--- src/rtl/serial_adder.sv ---
// Bit-serial add/subtract: one full-adder cell plus a carry flop, LSB first.
// Latency: WIDTH cycles from the accepting edge to the done pulse; one result per WIDTH+1 cycles.
// No backpressure: start is sampled only in IDLE/DONE and ignored while busy.
module serial_adder #(
    parameter int WIDTH = 8
) (
    input  logic             clk,
    input  logic             rst,
    input  logic             start,
    input  logic [WIDTH-1:0] a,
    input  logic [WIDTH-1:0] b,
    input  logic             cin,
    input  logic             sub,
    output logic             busy,
    output logic             done,
    output logic [WIDTH-1:0] sum,
    output logic             cout,
    output logic             ovf
);

    localparam int CW = (WIDTH > 2) ? $clog2(WIDTH) : 1;
    localparam logic [CW-1:0] LAST = CW'(WIDTH - 1);

    typedef enum logic [1:0] {IDLE, RUN, DONE} state_t;

    state_t           state;
    logic [WIDTH-1:0] sa;
    logic [WIDTH-1:0] sb;
    logic [WIDTH-2:0] res;      // upper result bits collected so far
    logic             carry;
    logic [CW-1:0]    cnt;

    logic             s;
    logic             c_next;
    logic [WIDTH-1:0] full;

    // Full-adder cell on the current LSBs; full is the result as it would stand after this bit
    always_comb begin
        s      = sa[0] ^ sb[0] ^ carry;
        c_next = (sa[0] & sb[0]) | (sa[0] & carry) | (sb[0] & carry);
        full   = {s, res};
    end

    // Control FSM, operand/result shift registers and registered outputs
    always_ff @(posedge clk or posedge rst) begin
        if (rst) begin
            state <= IDLE;
            sa    <= '0;
            sb    <= '0;
            res   <= '0;
            carry <= 1'b0;
            cnt   <= '0;
            busy  <= 1'b0;
            done  <= 1'b0;
            sum   <= '0;
            cout  <= 1'b0;
            ovf   <= 1'b0;
        end else begin
            case (state)
                IDLE, DONE: begin
                    done <= 1'b0;
                    if (start) begin
                        // Subtraction is A + ~B + 1; borrow-in flips the injected carry
                        sa    <= a;
                        sb    <= sub ? ~b : b;
                        carry <= cin ^ sub;
                        cnt   <= '0;
                        busy  <= 1'b1;
                        state <= RUN;
                    end else begin
                        busy  <= 1'b0;
                        state <= IDLE;
                    end
                end
                RUN: begin
                    carry <= c_next;
                    sa    <= {1'b0, sa[WIDTH-1:1]};
                    sb    <= {1'b0, sb[WIDTH-1:1]};
                    res   <= full[WIDTH-1:1];
                    cnt   <= cnt + CW'(1);
                    if (cnt == LAST) begin
                        // carry still holds the carry into the MSB here
                        sum   <= full;
                        cout  <= c_next;
                        ovf   <= carry ^ c_next;
                        busy  <= 1'b0;
                        done  <= 1'b1;
                        state <= DONE;
                    end
                end
                default: begin
                    busy  <= 1'b0;
                    done  <= 1'b0;
                    state <= IDLE;
                end
            endcase
        end
    end

endmodule
--- config.mk ---
export PLATFORM = sky130hd
export DESIGN_NAME = serial_adder
export DESIGN_NICKNAME = d
export VERILOG_FILES = /design/src/rtl/serial_adder.sv
export SDC_FILE = /design/constraint.sdc
export NUM_CORES = 1
export LEC_CHECK = 0
export CELL_PAD_IN_SITES_DETAIL_PLACEMENT = 1
export CELL_PAD_IN_SITES_GLOBAL_PLACEMENT = 1
export CORE_UTILIZATION = 44
export DETAILED_ROUTE_END_ITERATION = 10
export PLACE_DENSITY_LB_ADDON = 0.05
export SLEW_MARGIN = 20
export SYNTH_ARGS = -nofsm -noshare
export SYNTH_HDL_FRONTEND = slang
export SYNTH_SLANG_ARGS = --single-unit
--- constraint.sdc ---
create_clock -name clk -period 2.6 [get_ports clk]
set_input_delay 0.39 -clock clk [delete_from_list [all_inputs] [get_ports clk]]
set_output_delay 0.39 -clock clk [all_outputs]
set_load 0.05 [all_outputs]
==> impl_metrics.toml, run 1 <==
[run_status]
status = "completed"

[pwr]
power_density_nw_per_um2 = 1330
p_int_mw = 1.77
p_sw_mw = 1.12
clockPowerShare_pct = 17.4
ir_drop_mv = 0.519
pwr-share-seq_pct = 38.4
sw_frac_of_total_pct = 38.7
p_leak_nw = 0.961
p_comb_share_pct = 44.2

[global_route]
grt_max_degree = 41
grt_pass1_wl_mm = 6.09
use_met1_pct = 24.5
top_usage_layer = "met2"
grt_pass1_vias = 1227
overflow = 0
gr-usage-all-layers_pct = 19.9
gr-usage-met2_pct = 33.1
grt_use_met3_pct = 4.75
antenna_found_initial = 0

[logic_synthesis]
syn_area_um2 = 1730
synthArstFlopShare_pct = 100
synth_area_leader_cell = "dfrtp_1"
avgSynthCellArea_um2 = 12.8
yosysSeqAreaShare_pct = 57.8
ys_warn_count = 0
synth.top_cell.area_share_pct = 57.8
yosysMostFrequentCell = "dfrtp_1"
synth.distinct_cells = 24
syn_nets = 159
ys.flop_type = "dfrtp_1"
synth.area.top_cells = "dfrtp_1, mux2_2, a221o_1, xnor2_1, a22oi_1"
netlist_instances = 135
synth_seq_cells = 40
synthTopCellsByCount = "dfrtp_1, mux2_2, xnor2_1"
synth-edff-count = 0

[timing]
min_period_ns = 1.95
slew_viol_final = 0
rsz0062_at_grt = "no"
setup_violations = 0
finClkSkew_ns = 0.00772
finalSetupTns_ns = 0
worst_slew_pin_slew_ns = 0.720
max_slew_margin_pct = 51.9
post-route-period-util_pct = 74.9
hold_viol = 0
clock.fmax_mhz = 514

[floorplan]
die_h_um = 64.7
die_area_um2 = 4190
initial_utilization_pct = 46.6
ioPinCount = 33
rows = 22
core-area_um2 = 3720
die_w_um = 64.7

[critical_path]
cp_cell_sequence = "clkdlybuf4s50_1"
worstPathArrival_ns = 1.56
cp-endpoint = "done"
cp-startpoint = "done"
r2r-end = "sum[3]"
max_stage_delay_ns = 0.83
ff2ff_setup_slack_ns = 0.81
crit_slowest_cell = "clkdlybuf4s50_1"
startpoint_type = "register"
cp_top_family = "buffers and inverters"
path_buf_inv = 1
reg2reg_depth = 4
worstPathRequired_ns = 2.21
reg2reg_from = "cnt[0]"
endpoint_kind = "output port"
setup.worst_path.class = "reg -> out"
worst-path-stages = 1
worstPathMaxFanout = 4

[placed_design]
dp.cells = 207
port_buffers = 32
hpwlAfterDp_mm = 2.32
gp_congestion = 0.741

[clock_tree]
cts_tree = "done"
cts_root_buf = "clkbuf_8"
clk_path_buf_depth = 2
ctsHoldBuffers = 0
clk_latency_ns = 0.29
cts.repair.resized = 0
cts_inserted_buffers = 5
htree_levels = 2
postCtsSetupRepairBufs = 0
numClockSinks = 40
clkSlewWorstSetupHoldPaths_ns = 0.08

[drt]
viasPerCell = 5.39
firstDrtPassIters = 4
postRouteAntennaNets = 0
avgRoutedWirePerCell_um = 15.7
totalWireLength_mm = 3.38
drtIter0Drc = 50
num_vias = 1158
drc = 0

[cells_and_area]
finalNetCount = 190
final_cells = 215
areaGrowthSynthToFinish_pct = 25.4
fillers = 392
post_route_cells_drive_above_1_share_pct = 16.8
antenna_cells = 0

[hold_path]
min-delay-path-class = "reg -> reg"

[job]
maxCapViolCount = 0
## routing by layer
layer	wire [um]	part of all wire, %
met4	52	1.5
met2	1750	52
met3	137	4.1
met1	1450	43
met5	0	0
## through the flow
| step | setup slack, ns | area (um2) | utilization [%] | power [mW] | hold slack, ns |
|---|---|---|---|---|---|
| after global placement | 0.507 | 2060 | 55.4 | 2.33 | 0.466 |
| after floorplan | 1.05 | 1730 | - | 2.07 | 0.466 |
| after detailed placement | 0.447 | 2060 | 55.4 | 2.40 | 0.485 |
| after CTS | 0.640 | 2170 | 58.4 | 2.92 | 0.505 |
| after global routing | 0.602 | 2170 | 58.4 | 3.09 | 0.528 |
| final | 0.654 | 2170 | 58.4 | 2.89 | 0.497 |
## flip-flops by register name, summed over array words and instances (netlist names)
name / flops
state: 1
sa: 8
sum: 8
cout: 1
done: 1
carry: 1
busy: 1
res: 7
cnt: 3
sb: 8
ovf: 1
## cell type report
type	count	area, um2	share of cell area (%)
multi-input combinational	82	651	30.0
sequential	40	1000	46.1
clock inverter	3	42.5	1.96
timing repair buffer	34	335	15.5
inverter	3	11.3	0.519
clock buffer	5	68.8	3.17
tap	48	60.1	2.77
## power by group through the flow
stage / Sequential [mW] / Clock, mW / Combinational (mW)
after floorplan: 1.37 / 0 / 0.700
after global placement: 1.10 / 0 / 1.23
after detailed placement: 1.12 / 0 / 1.29
after CTS: 1.11 / 0.517 / 1.29
after global routing: 1.15 / 0.544 / 1.40
final: 1.11 / 0.503 / 1.28
## cell usage in the layout, fill, tap and decap left out, drive strengths merged
cell type / netlist / layout
a221o: 8 / 8
a22o: 4 / 4
a22oi: 7 / 7
buf: 10 / 2
bufinv: 0 / 1
clkbuf: 0 / 5
clkdlybuf4s50: 0 / 32
clkinv: 0 / 1
clkinvlp: 0 / 1
dfrtp: 40 / 40
fa: 1 / 1
ha: 2 / 2
inv: 3 / 3
mux2: 16 / 16
nand2: 8 / 8
nand2b: 1 / 1
nand3: 8 / 8
nand3b: 1 / 1
nor2: 9 / 9
nor2b: 2 / 2
o21ai: 3 / 3
o31ai: 1 / 1
or2b: 1 / 1
xnor2: 9 / 9
xor2: 1 / 1
## worst register-to-register path: stages (launching register included)
cell      delay, ns
dfrtp_1        0.40
ha_1           0.21
ha_1           0.22
nand3b_1       0.45
mux2_2         0.40
## cell families (layout without fill, tap and decap cells)
| group | Yosys count | in the layout | share of synthesized area, % |
|---|---|---|---|
| fa+ha+maj | 3 | 3 | 2.60 |
| mux | 16 | 16 | 10.4 |
| buf+inv | 13 | 45 | 4.55 |
| xor+xnor | 10 | 10 | 5.06 |
| compound gates | 23 | 23 | 11.0 |
| simple gates | 30 | 30 | 8.53 |
| flops | 40 | 40 | 57.8 |
## worst min-delay path by stage
stage	from	endpoint	cells past startpoint
after floorplan	cnt[0]	cnt[0]	1
after global placement	ovf	ovf	2
after detailed placement	ovf	ovf	2
after CTS	ovf	ovf	2
after global routing	sa[7]	sa[7]	1
final	ovf	ovf	2
Power figures use the tool's default switching activity.
==> inputs of run 2 (changes only) <==
--- a/config.mk
+++ b/config.mk
@@ -7,7 +7,7 @@
 export LEC_CHECK = 0
 export CELL_PAD_IN_SITES_DETAIL_PLACEMENT = 1
 export CELL_PAD_IN_SITES_GLOBAL_PLACEMENT = 1
-export CORE_UTILIZATION = 44
+export CORE_UTILIZATION = 37
 export DETAILED_ROUTE_END_ITERATION = 10
 export PLACE_DENSITY_LB_ADDON = 0.05
 export SLEW_MARGIN = 20
==> constraint.sdc (replaced) <==
create_clock -name clk -period 1.7 [get_ports clk]
set_input_delay 0.255 -clock clk [delete_from_list [all_inputs] [get_ports clk]]
set_output_delay 0.255 -clock clk [all_outputs]
set_load 0.05 [all_outputs]
==> run 2 against run 1 <==
  * Largest cell class unchanged
  * Sequential cell count did not move
  * Worst hold slack got worse by 0.098 ns
  * First-iteration DRC count fell by 20%
  * Combinational power rose by 51%
  * Clock power rose by 33%
  * Sequential power rose by 51%
  * Setup slack got worse by 0.49 ns
  * Cell area rose by 0.12%
  * Critical path depth rose by 4
  * Via count fell by 0.60%
  * Global-route usage fell by 4.9 points
  * Core utilization fell by 9.2 points
==> impl_metrics.toml, run 2 (same netlist as run 1, synthesis figures left out) <==
[critical_path]
worstPathRequired_ns = 1.87
ff2ff_setup_slack_ns = 0.16
setup.worst_path.class = "reg -> reg"
worstPathArrival_ns = 1.71
cp-endpoint = "sum[0]"
endpoint_kind = "register"
startpoint_type = "register"
reg2reg_from = "cnt[0]"
cp-startpoint = "cnt[0]"
worstPathMaxFanout = 12
reg2reg_depth = 5
r2r-end = "sum[0]"

[timing]
max_slew_margin_pct = 66.4
finalSetupTns_ns = 0
worst_slew_pin_slew_ns = 0.504
post-route-period-util_pct = 90.4
clock.fmax_mhz = 650
finClkSkew_ns = 0.00765
setup_slack_ns = 0.162
hold_viol = 0
rsz0062_at_grt = "no"
min_period_ns = 1.54
setup_violations = 0
slew_viol_final = 0

[hold_path]
min-delay-path-class = "in -> async"

[cells_and_area]
finalNetCount = 194
antenna_cells = 0
areaGrowthSynthToFinish_pct = 25.5
layout_commonest_cell = "dfrtp_1"
reg_top3 = "sa: 8 flops, sb: 8 flops, sum: 8 flops"
post_route_cells_drive_above_1_share_pct = 25.3
final_cell_mix = "dfrtp_1, clkdlybuf4s50_1, buf_4, mux2_2, xnor2_1"

[drt]
drc = 0
drtIter0Drc = 40
viasPerCell = 5.18
totalWireLength_mm = 3.20
avgRoutedWirePerCell_um = 14.4
firstDrtPassIters = 4
num_vias = 1151
postRouteAntennaNets = 0

[pwr]
power_density_nw_per_um2 = 1970
ir_drop_mv = 0.632
p_leak_nw = 0.998

[global_route]
grt_max_degree = 41
gr-usage-all-layers_pct = 14.9
grt_pass1_wl_mm = 5.79
grt_pass1_vias = 1224
overflow = 0
antenna_found_initial = 0

[placed_design]
place_ws_ns = 0.0838
gp_congestion = 0.714
hpwlAfterDp_mm = 2.27
port_buffers = 32

[floorplan]
die_h_um = 70.4
die_area_um2 = 4950
core-area_um2 = 4410
rows = 24
ioPinCount = 33
initial_utilization_pct = 39.2
die_w_um = 70.4

[clock_tree]
clkSlewWorstSetupHoldPaths_ns = 0.08
ctsHoldBuffers = 0
clk_path_buf_depth = 2
cts_root_buf = "clkbuf_8"
htree_levels = 2
cts.repair.resized = 0
numClockSinks = 40
postCtsSetupRepairBufs = 0
cts_inserted_buffers = 5
clk_latency_ns = 0.28
cts_tree = "done"

[job]
maxCapViolCount = 0

[run_status]
status = "completed"
[run 2: final cells by class]
type | count | area (um2)
fill | 461 | 2240
inverter | 3 | 11.3
clock buffer | 7 | 96.3
timing repair buffer | 38 | 348
sequential | 40 | 1000
tap | 52 | 65.1
multi-input combinational | 82 | 651
[run 2: critical path, stage by stage, from the launching register on]
cell and delay, ns:
dfrtp_1 0.40, ha_1 0.20, ha_1 0.21, nand3b_1 0.14, buf_12 0.15, mux2_2 0.33
[run 2: metal layers]
layer / track usage, % / share of wire [%]
met1: 18.1 / 44
met4: 4.00 / 0.53
met3: 4.33 / 4.7
met2: 25.7 / 51
met5: 0 / 0
[run 2: power breakdown]
| part | switching, mW | internal [mW] | total (mW) | leakage, nW |
|---|---|---|---|---|
| combinational | 1.08 | 0.847 | 1.93 | 0.452 |
| sequential | 0.273 | 1.41 | 1.68 | 0.495 |
| clock | 0.305 | 0.361 | 0.667 | 0.0503 |
[run 2: how the worst min path moves through the flow]
stage,end,startpoint,cells past startpoint
after floorplan,sa[0],a[0],2
after global placement,ovf,ovf,2
after detailed placement,sa[7],sa[7],1
after CTS,res[3],rst,3
after global routing,res[3],rst,3
final,res[3],rst,3
[run 2: through the flow]
step | total power, mW | area [um2] | hold slack [ns] | utilization (%) | instances
4_1_cts | 4.34 | 2170 | 0.417 | 49.2 | 222
3_3_place_gp | 3.60 | 2080 | 0.469 | 47.0 | 215
3_5_place_dp | 3.66 | 2080 | 0.484 | 47.0 | 215
5_1_grt | 4.60 | 2170 | 0.463 | 49.2 | 222
2_1_floorplan | 3.16 | 1730 | 0.383 | - | 135
6_report | 4.27 | 2170 | 0.399 | 49.2 | 222
==> inputs of run 3 (changes only) <==
--- a/config.mk
+++ b/config.mk
@@ -10,6 +10,7 @@
 export CORE_UTILIZATION = 37
 export DETAILED_ROUTE_END_ITERATION = 10
 export PLACE_DENSITY_LB_ADDON = 0.05
+export SETUP_SLACK_MARGIN = 0.2
 export SLEW_MARGIN = 20
 export SYNTH_ARGS = -nofsm -noshare
 export SYNTH_HDL_FRONTEND = slang
==> run 3 against run 2 <==
  * Core utilization up 4.7 points
  * Cell count up 5.0%
  * Clock power grew 27%
  * Count of clock-buffer cells in the layout did not move
  * First-iteration DRC count increased by 45%
  * Critical path type unchanged
  * Critical endpoint is now sum[6]
  * Largest power group unchanged
  * Highest routed layer unchanged
==> impl_metrics.toml, run 3 (same netlist as run 1, synthesis figures left out) <==
[pwr]
ir_drop_mv = 0.790
p_leak_nw = 1.12
power_density_nw_per_um2 = 2020

[placed_design]
port_buffers = 32
place_area_um2 = 2090
gp_congestion = 0.717
place_ws_ns = 0.117
dp.cells = 215
hpwlAfterDp_mm = 2.29

[clock_tree]
ctsHoldBuffers = 0
htree_levels = 2
cts_tree = "done"
clkSlewWorstSetupHoldPaths_ns = 0.08
cts_root_buf = "clkbuf_8"
clk_latency_ns = 0.29
cts_inserted_buffers = 5
numClockSinks = 40
clk_path_buf_depth = 2

[global_route]
grt_max_degree = 41
antenna_found_initial = 0
gr-usage-all-layers_pct = 15.9
grt_pass1_wl_mm = 6.09
grt_pass1_vias = 1275
overflow = 0

[critical_path]
endpoint_kind = "register"
r2r-end = "sum[6]"
reg2reg_from = "cnt[0]"
worstPathArrival_ns = 1.74
worstPathRequired_ns = 1.87
reg2reg_depth = 6
worstPathMaxFanout = 6
startpoint_type = "register"
ff2ff_setup_slack_ns = 0.13
setup.worst_path.class = "reg -> reg"

[timing]
max_slew_margin_pct = 67.5
setup_violations = 0
rsz0062_at_grt = "yes"
finClkSkew_ns = 0.00664
slew_viol_final = 0
setup_slack_ns = 0.130
clock.fmax_mhz = 637
hold_viol = 0
worst_slew_pin_slew_ns = 0.487
min_period_ns = 1.57
finalSetupTns_ns = 0
post-route-period-util_pct = 92.3

[drt]
drtIter0Drc = 58
avgRoutedWirePerCell_um = 15.3
firstDrtPassIters = 4
viasPerCell = 5.11
postRouteAntennaNets = 0
drc = 0
totalWireLength_mm = 3.56
num_vias = 1190

[floorplan]
die_w_um = 70.4
core-area_um2 = 4410
die_h_um = 70.4
rows = 24
initial_utilization_pct = 39.2
ioPinCount = 33
die_area_um2 = 4950

[job]
maxCapViolCount = 0

[cells_and_area]
finalNetCount = 204
antenna_cells = 0
fin_util_pct = 53.9
post_route_cells_drive_above_1_share_pct = 31.5
reg_top3 = "sa: 8 flops, sb: 8 flops, sum: 8 flops"
areaGrowthSynthToFinish_pct = 37.5
final_cells = 233
postLayoutCellArea_um2 = 2380
final_cell_mix = "dfrtp_1, buf_4, clkdlybuf4s50_1, xnor2_1, mux2_4"
layout_commonest_cell = "dfrtp_1"

[hold_path]
min-delay-path-class = "in -> async"

[run_status]
status = "completed"
## run 3: cell types whose count changed in the layout (fill, tap and decap cells not counted), sizes merged
cell	change
buf	+10
bufinv	+1
## run 3: metal layers
layer | track usage, % | wire length, um
met5 | 0 | 0
met3 | 4.47 | 171
met4 | 4.67 | 44
met2 | 26.9 | 1760
met1 | 19.8 | 1580
## run 3: area by class of cell
type	instances	area [um2]
clock inverter	1	30.0
fill	474	2030
inverter	3	11.3
timing repair buffer	48	475
multi-input combinational	82	699
clock buffer	7	96.3
tap	52	65.1
sequential	40	1000
## run 3: report_power, final
part | total, mW | internal (mW) | switching, mW | leakage (nW)
sequential | 1.70 | 1.41 | 0.296 | 0.493
combinational | 2.25 | 1.10 | 1.15 | 0.564
clock | 0.846 | 0.518 | 0.328 | 0.0645
## run 3: how the worst max path moves through the flow
stage,end,startpoint,slack (ns),cells past startpoint
final,sum[6],cnt[0],0.13,6
after global routing,sum[6],cnt[0],0.08,6
after CTS,sum[1],cnt[1],0.15,6
after detailed placement,cnt[0],start,0.12,5
after global placement,sb[3],start,0.13,4
after floorplan,cout,cnt[0],0.21,5
## run 3: worst max-delay path, cell delays in order, from the launching register on
cell      delay [ns]
dfrtp_1         0.40
ha_2            0.21
ha_4            0.16
nand3b_1        0.14
buf_6           0.14
buf_16          0.11
mux2_4          0.30
## run 3: timing repair
item,CTS,global route
buffers inserted,7,2
resized for setup,14,1
pin swaps,2,2
endpoints found under the setup margin,12,9
gates cloned,1,0
## run 3: stage by stage
stage	total power, mW	hold slack (ns)
detailed placement	3.66	0.484
finish	4.80	0.319
floorplan	3.17	0.383
CTS	4.82	0.325
global placement	3.60	0.467
global route	5.10	0.349
